File: config.mk
export PLATFORM = sky130hd
export DESIGN_NAME = if_stage
export DESIGN_NICKNAME = d
export VERILOG_FILES = /design/src/rtl/if_stage.sv
export SDC_FILE = /design/constraint.sdc
export NUM_CORES = 1
export LEC_CHECK = 0
export BUFFER_PORTS_ARGS = -buffer_cell sky130_fd_sc_hd__buf_2
export CAP_MARGIN = 10
export CORE_MARGIN = 10
export CORE_UTILIZATION = 59
export CTS_BUF_LIST = sky130_fd_sc_hd__clkbuf_8
export CTS_CLUSTER_SIZE = 10
export DETAILED_ROUTE_END_ITERATION = 12
export PLACE_DENSITY = 0.95
export SLEW_MARGIN = 20
export SYNTH_ARGS = -nofsm -noshare
export SYNTH_HDL_FRONTEND = slang
export SYNTH_SLANG_ARGS = --single-unit
File: constraint.sdc
create_clock -name CLK -period 2.8 [get_ports CLK]
set_input_delay 0.14 -clock CLK [delete_from_list [all_inputs] [get_ports CLK]]
set_output_delay 0.14 -clock CLK [all_outputs]
set_load 0.01 [all_outputs]
File: src/rtl/if_stage.sv
// Instruction fetch stage: owns the PC, fetches words over a req/ack
// handshake and hands instructions (with PC and PC+4) to ID. Honours ID's
// redirect and freeze, with a one-entry skid buffer for a response that
// lands while ID is frozen.
module if_stage #(
    parameter logic [31:0] RESET_PC = 32'h00400000
) (
    input  logic        CLK,
    input  logic        RESET,
    input  logic [31:0] Alt_PC_IN,
    input  logic        Request_Alt_PC_IN,
    input  logic        WANT_FREEZE_IN,
    output logic        IMem_Req_OUT,
    output logic [31:0] IMem_Addr_OUT,
    input  logic        IMem_Ack_IN,
    input  logic [31:0] IMem_Data_IN,
    output logic [31:0] Instr1_OUT,
    output logic [31:0] Instr_PC_OUT,
    output logic [31:0] Instr_PC_Plus4_OUT,
    output logic        Instr_Valid_OUT
);

    typedef enum logic [1:0] {
        S_IDLE = 2'd0,  // one cycle after reset before the first request
        S_WAIT = 2'd1,  // request outstanding on IMem
        S_FULL = 2'd2   // response held in the skid buffer while ID is frozen
    } state_e;

    state_e      state_q, state_d;
    logic [31:0] addr_q, addr_d;
    logic        pend_q, pend_d;
    logic [31:0] pend_tgt_q, pend_tgt_d;
    logic [31:0] buf_instr_q, buf_instr_d;
    logic [31:0] buf_pc_q, buf_pc_d;
    logic [31:0] instr_q, instr_d;
    logic [31:0] pc_q, pc_d;
    logic [31:0] pc4_q, pc4_d;
    logic        valid_q, valid_d;

    logic [31:0] alt_w;
    logic        redir;
    logic        frz;
    logic        squash;

    // Redirect targets are word aligned; the low bits are simply dropped.
    assign alt_w  = Alt_PC_IN & ~32'h3;
    assign redir  = Request_Alt_PC_IN;
    assign frz    = WANT_FREEZE_IN;
    // A response in flight when a redirect is seen (now or earlier) is the
    // post-delay-slot fetch and must never reach ID.
    assign squash = pend_q | redir;

    assign IMem_Req_OUT       = (state_q == S_WAIT);
    assign IMem_Addr_OUT      = addr_q;
    assign Instr1_OUT         = instr_q;
    assign Instr_PC_OUT       = pc_q;
    assign Instr_PC_Plus4_OUT = pc4_q;
    assign Instr_Valid_OUT    = valid_q;

    // Next-state and next-output logic; priority is redirect > freeze > normal.
    always_comb begin
        state_d     = state_q;
        addr_d      = addr_q;
        pend_d      = pend_q;
        pend_tgt_d  = pend_tgt_q;
        buf_instr_d = buf_instr_q;
        buf_pc_d    = buf_pc_q;
        instr_d     = instr_q;
        pc_d        = pc_q;
        pc4_d       = pc4_q;
        valid_d     = valid_q;

        case (state_q)
            S_IDLE: begin
                state_d = S_WAIT;
                if (redir) addr_d = alt_w;
            end

            S_WAIT: begin
                if (!IMem_Ack_IN) begin
                    // Address held; remember the latest redirect for the ack.
                    if (redir) begin
                        pend_d     = 1'b1;
                        pend_tgt_d = alt_w;
                    end
                    if (!frz) begin
                        instr_d = 32'h0;
                        valid_d = 1'b0;
                    end
                end else if (squash) begin
                    // Drop the data and refetch at the target back-to-back,
                    // even under freeze.
                    addr_d = redir ? alt_w : pend_tgt_q;
                    pend_d = 1'b0;
                    if (!frz) begin
                        instr_d = 32'h0;
                        valid_d = 1'b0;
                    end
                end else if (!frz) begin
                    instr_d = IMem_Data_IN;
                    pc_d    = addr_q;
                    pc4_d   = addr_q + 32'd4;
                    valid_d = 1'b1;
                    addr_d  = addr_q + 32'd4;
                end else begin
                    buf_instr_d = IMem_Data_IN;
                    buf_pc_d    = addr_q;
                    state_d     = S_FULL;
                end
            end

            S_FULL: begin
                if (redir) begin
                    state_d = S_WAIT;
                    addr_d  = alt_w;
                    if (!frz) begin
                        instr_d = 32'h0;
                        valid_d = 1'b0;
                    end
                end else if (!frz) begin
                    instr_d = buf_instr_q;
                    pc_d    = buf_pc_q;
                    pc4_d   = buf_pc_q + 32'd4;
                    valid_d = 1'b1;
                    addr_d  = buf_pc_q + 32'd4;
                    state_d = S_WAIT;
                end
            end

            default: state_d = S_IDLE;
        endcase
    end

    // State and output registers with synchronous reset.
    always_ff @(posedge CLK) begin
        if (RESET) begin
            state_q     <= S_IDLE;
            addr_q      <= RESET_PC;
            pend_q      <= 1'b0;
            pend_tgt_q  <= 32'h0;
            buf_instr_q <= 32'h0;
            buf_pc_q    <= 32'h0;
            instr_q     <= 32'h0;
            pc_q        <= 32'h0;
            pc4_q       <= 32'h0;
            valid_q     <= 1'b0;
        end else begin
            state_q     <= state_d;
            addr_q      <= addr_d;
            pend_q      <= pend_d;
            pend_tgt_q  <= pend_tgt_d;
            buf_instr_q <= buf_instr_d;
            buf_pc_q    <= buf_pc_d;
            instr_q     <= instr_d;
            pc_q        <= pc_d;
            pc4_q       <= pc4_d;
            valid_q     <= valid_d;
        end
    end

endmodule
## Yosys cells after proc, flatten, opt, wreduce, memory -nomap -nowiden

Cells that the tools add are included.
Widths: inputs -> output; s select.

| word-level totals | value |
|---|---|
| register bits after elaboration | 228 |
| input port bits | 69 |
| output and inout port bits | 130 |
| logic and storage cells | 79 |

| operators by class | value |
|---|---|
| add/subtract/negate cells | 2 |
| equality and inequality tests | 13 |
| mux-type cells | 40 |
| bitwise operators | 3 |
| reduce and logical (&&, ||, !) cells | 11 |

Operators with widths:

| operator | count |
|---|---|
| $mux 32 | 21 |
| $pmux 32 s2 | 3 |
| $pmux 32 s3 | 1 |
| $add 32x3->32 const B | 2 |
| $ne 2x2->1 const B | 6 |
| $mux 2 | 5 |
| $mux 1 | 8 |
| $reduce_and 4->1 | 2 |
| $pmux 2 s3 | 1 |
| $reduce_and 3->1 | 2 |
| $reduce_and 6->1 | 1 |
| $reduce_and 5->1 | 1 |
| $ne 2x1->1 const B | 2 |
| $ne 4x3->1 const B | 1 |
| $reduce_bool 2->1 | 2 |
| $ne 3x2->1 const B | 1 |
| $ne 3x3->1 const B | 1 |
| $reduce_bool 3->1 | 1 |
| $eq 2x1->1 const B | 1 |
| $eq 2x2->1 const B | 1 |
| $logic_not 2->1 | 1 |
| $not 1->1 | 2 |
| $pmux 1 s2 | 1 |
| $reduce_and 2->1 | 1 |
| $or 1x1->1 | 1 |

## Longest topological paths before layout

| logic depth | value |
|---|---|
| word-level depth | 5 |
| mapped depth | 11 |
| mapped depth without buffers | 8 |

## Least setup slack after synthesis

Ideal clock, no wire load.

| timing | value |
|---|---|
| path type | reg2reg |
| start point | register state_q[1] |
| end point | register addr_q[31] (netlist: IMem_Addr_OUT[31]) |
| library setup time | 0.073 ns |
| arrival time | 2.109 ns |
| data required time | 2.727 ns |
| path slack | 0.617 ns |
| cell stages (with the launch flop) | 9 |
| buffers on the path | 2 |
| period minus slack after synthesis | 2.183 ns |
| cell sequence | dfxtp_1 > inv_1 > ha_1 > buf_2 > nor2b_1 > or3_1 > buf_2 > or4_1 > o211ai_2 |

| between the ends | value |
|---|---|
| word-level cells in the longest chain between the ends | 3 |
| elaborated cells on any way between the ends | 10 |
| those cells by class | eq/ne: 6; mux: 1; reduce/logical: 3 |

RTL lines:

| element | line | RTL |
|---|---|---|
| start: declaration | 29 | `state_e state_q, state_d;` |
| start signal: assignment | 148 | `state_q <= state_d;` |
| $eq 2x1->1 * | n/a |  |
| net IMem_Req_OUT | 13 | `output logic IMem_Req_OUT,` |
| $ne 3x2->1 (no source line), or another cell as far along | n/a |  |
| $reduce_and 5->1 (no source line) | n/a |  |
| end signal: assignment | 149 | `addr_q <= addr_d;` |
| end: declaration | 30 | `logic [31:0] addr_q, addr_d;` |

The timed path passes the listed nets; every way through them passes the cells marked *.
A chain may end at the register's enable or synchronous reset.

## Final worst setup path

| timing | value |
|---|---|
| start point | register state_q[1] |
| end point | register addr_q[11] (netlist: IMem_Addr_OUT[11]) |

| between the ends | value |
|---|---|
| word-level cells in the longest chain between the ends | 3 |
| elaborated cells on any way between the ends | 10 |
| those cells by class | eq/ne: 6; mux: 1; reduce/logical: 3 |

RTL lines:

| element | line | RTL |
|---|---|---|
| $eq 2x1->1, or another cell as far along | 73 | `case (state_q)` |
| $ne 3x2->1 (no source line), or another cell as far along | n/a |  |
| $reduce_and 5->1 (no source line) | n/a |  |

Parallel ways exist; a longest one is shown, timed or not.

==> results.yml <==
run_status:
  run_status: "complete, no violations"
detailed_routing:
  vias: 13144
  routedWlPerCell_um: 19.73
  first_pass_iters: 7
  via_per_inst: 6.295
  drt-initial-drc-count: 1844
  drcViolationCount: 0
  routed_wl_mm: 41.20
  drtAntennaViolNets: 0
critical_path:
  crit_chain: "inv_1 > ha_1 > buf_4 > o21a_1 > nand2b_1 > a221o_1 > a221oi_1 > nor4_1"
  critPathArrivalTime_ps: 3060
  start_kind: "flop"
  required_ps: 3230
  cp-end-kind: "flop"
  crit_fanout: 14
  slowest_stage: "nand2b_1"
  path_class: "flop to flop"
  max_stage_delay_ps: 450
power:
  clkPwrFrac_pct: 24.2
  vdd_drop_max_mv: 0.5780
  p_sw_share_pct: 42.24
  p_leak_nw: 5.406
  p_per_area_nw_per_um2: 823.3
  power.internal_mw: 6.864
  seqPwrFrac_pct: 35.9
  p_comb_share_pct: 39.9
  power.net_switching_mw: 5.019
finish:
  design_area_um2: 14430
  drive_above_1_share_pct: 17.53
  fillCellCount: 1441
  nets: 1867
  fin_cells: 2088
  fin_util_pct: 73.43
  syn_to_final_growth_pct: 21.14
timing:
  grt_setup_unrepaired: "no"
  slew_violations: 0
  slew_headroom_pct: 40.02
  fin_tns_setup_ps: 0
  finalHoldViolations: 0
  tightest_slew_ps: 899.7
  post-route-min-period_ps: 2627
  fin_crit_sh_pct: 93.81
  skew_ps: 26.01
  max_freq_mhz: 380.7
  setup_viol: 0
  worst_slack_ps: 173.2
synth:
  ys.flop_type: "dfxtp_1"
  synth.avg_cell_area_um2: 7.502
  postSynthCellCount: 1588
  netlist_area_um2: 11910
  yosysUniqueCellTypes: 67
  synth_edf_count: 0
  seq_area_frac_synth_pct: 37.98
  synthArstFlopShare_pct: 0
  yosys_warnings: 0
  ys_ff_latch: 226
  syn_nets: 1664
floorplan:
  rows: 51
  dieArea_um2: 26280
  ios: 199
  initial_utilization_pct: 60.62
  dieWidth_um: 162.1
  die_h_um: 162.1
  coreArea_um2: 19650
placed_design:
  gp_congestion: 0.9653
  port_buffers: 196
  place_hpwl_mm: 26.37
  dpl_worst_slack_ps: 258.0
  dp_cells: 1952
  placedInstanceArea_um2: 13060
clocking:
  cts_hold_buf: 63
  cts-htree-levels: 2
  cts_setup_buffers: 0
  cts.sinks: 226
  insertion_delay_ps: 560
  clock_tree.buffer_depth: 3
  cts_root_buf: "clkbuf_8"
  path_clk_slew_ps: 60
  cts_inserted_buffers: 39
  cts_tree: "yes"
  cts.repair.resized: 0
global_routing:
  grt-ovfl-total: 0
  grt_pass1_vias: 12368
  grt_max_degree: 110
  antenna_found_initial: 3
  grt_util_all_layers_pct: 29.69
  grt_pass1_wl_mm: 65.17
run:
  maxCapViolCount: 0
min_path:
  min_path_type: "input pin to flop"
-- path summary, 6_finish.rpt --
path	startpoint	cells after the start	slack (ps)	endpoint
worst max register to register	state_q[1]$_SDFFE_PP0P_	8	170	IMem_Addr_OUT[11]$_SDFFE_PP0P_
worst min register to register	Instr_PC_Plus4_OUT[4]$_SDFFE_PP0P_	2	450	Instr_PC_Plus4_OUT[4]$_SDFFE_PP0P_
worst max-delay path	state_q[1]$_SDFFE_PP0P_	8	170	IMem_Addr_OUT[11]$_SDFFE_PP0P_
worst min-delay path	WANT_FREEZE_IN	4	50	flop
-- metal layers --
layer / wire (um) / global-route usage, % / share of wire, % / vias to the layer above
met1: 15150 / 37.03 / 37 / 5988
met5: 13 / 0 / 0.032 / -
met2: 18760 / 46.87 / 46 / 1016
li1: - / - / - / 5978
met3: 5546 / 7.887 / 13 / 160
met4: 1725 / 13.85 / 4.2 / 2
-- kinds of logic (layout without fill, tap and decap cells) --
family,count (synthesis),in the layout,share of synthesized area [%]
AO/OA/AOI/OAI,395,395,20.63
XOR/XNOR,55,55,4.043
adder cells (fa/ha/maj),7,7,0.7351
buffers and inverters,152,384,5.072
flip-flops,226,226,37.98
multiplexers,48,48,4.054
other,0,3,0
AND/OR/NAND/NOR,705,705,27.49
-- critical path, delay by kind of cell, from the launching register on --
family / cells / cell delay [ps]
buf+inv: 2 / 360
fa+ha+maj: 1 / 350
compound gates: 3 / 840
flops: 1 / 410
simple gates: 2 / 540
-- per-stage QoR --
stage / hold slack (ps) / power (mW)
after floorplan: 251.5 / 7.168
after global placement: 390.8 / 8.639
after detailed placement: 400.7 / 8.787
after CTS: 38.48 / 11.72
after global routing: 106.0 / 12.46
final: 49.32 / 11.88
-- synthesized netlist by cell type (6+ instances only) --
master | count | share of area (%)
nor2_1 | 90 | 2.8
a21oi_1 | 162 | 6.8
nor4_1 | 11 | 0.58
nor3_1 | 22 | 0.92
inv_1 | 8 | 0.25
and4_1 | 9 | 0.66
or3_1 | 9 | 0.47
nand2b_1 | 44 | 2.3
a211oi_1 | 34 | 2.1
a221oi_1 | 14 | 1.0
ha_1 | 7 | 0.74
and2_1 | 6 | 0.32
xnor2_1 | 38 | 2.8
clkbuf_1 | 99 | 3.1
o211ai_1 | 47 | 3.0
xor2_1 | 17 | 1.2
o21ai_0 | 79 | 3.3
nand2_1 | 362 | 11
dfxtp_1 | 226 | 38
nand3b_1 | 18 | 1.1
nand4_1 | 15 | 0.79
o221ai_1 | 6 | 0.44
mux2i_1 | 46 | 3.9
buf_1 | 21 | 0.66
a311oi_1 | 6 | 0.44
and3_1 | 11 | 0.58
a221o_1 | 6 | 0.50
nand3_1 | 90 | 3.8
buf_2 | 20 | 0.84
-- cells in the final DEF, fill, tap and decap left out, types with 45 or more instances in the layout --
cell type	instances
dfxtp_1	226
buf_2	195
nor2_1	90
mux2i_1	46
nand2_1	362
o21ai_0	79
dlygate4sd3_1	63
nand3_1	89
clkbuf_8	45
a21oi_1	162
o211ai_1	47
-- registers in the layout, summed over array words and instances, names as in the netlist, named ones only --
register,count
IMem_Addr_OUT,32
Instr1_OUT,32
Instr_PC_OUT,32
Instr_PC_Plus4_OUT,30
buf_instr_q,32
buf_pc_q,32
pend_q,1
pend_tgt_q,32
state_q,2
-- power by group through the flow --
stage,Sequential (mW),Clock [mW],Combinational [mW]
floorplan,4.30,0,2.87
global placement,4.25,0,4.39
detailed placement,4.29,0,4.50
CTS,4.23,2.88,4.61
global route,4.31,3.04,5.11
finish,4.27,2.88,4.74
-- cell type report --
type / count / area [um^2] / share of cell area (%)
Inverter: 9 / 33.78 / 0.2341
Tap cell: 265 / 331.6 / 2.297
Multi-Input combinational cell: 1210 / 6815 / 47.22
Timing Repair Buffer: 305 / 1988 / 13.78
Sequential cell: 226 / 4524 / 31.35
Clock inverter: 25 / 112.6 / 0.7802
Antenna cell: 3 / 7.507 / 0.05202
Clock buffer: 45 / 619.3 / 4.291
No activity file was read; power rests on OpenSTA's default activity.
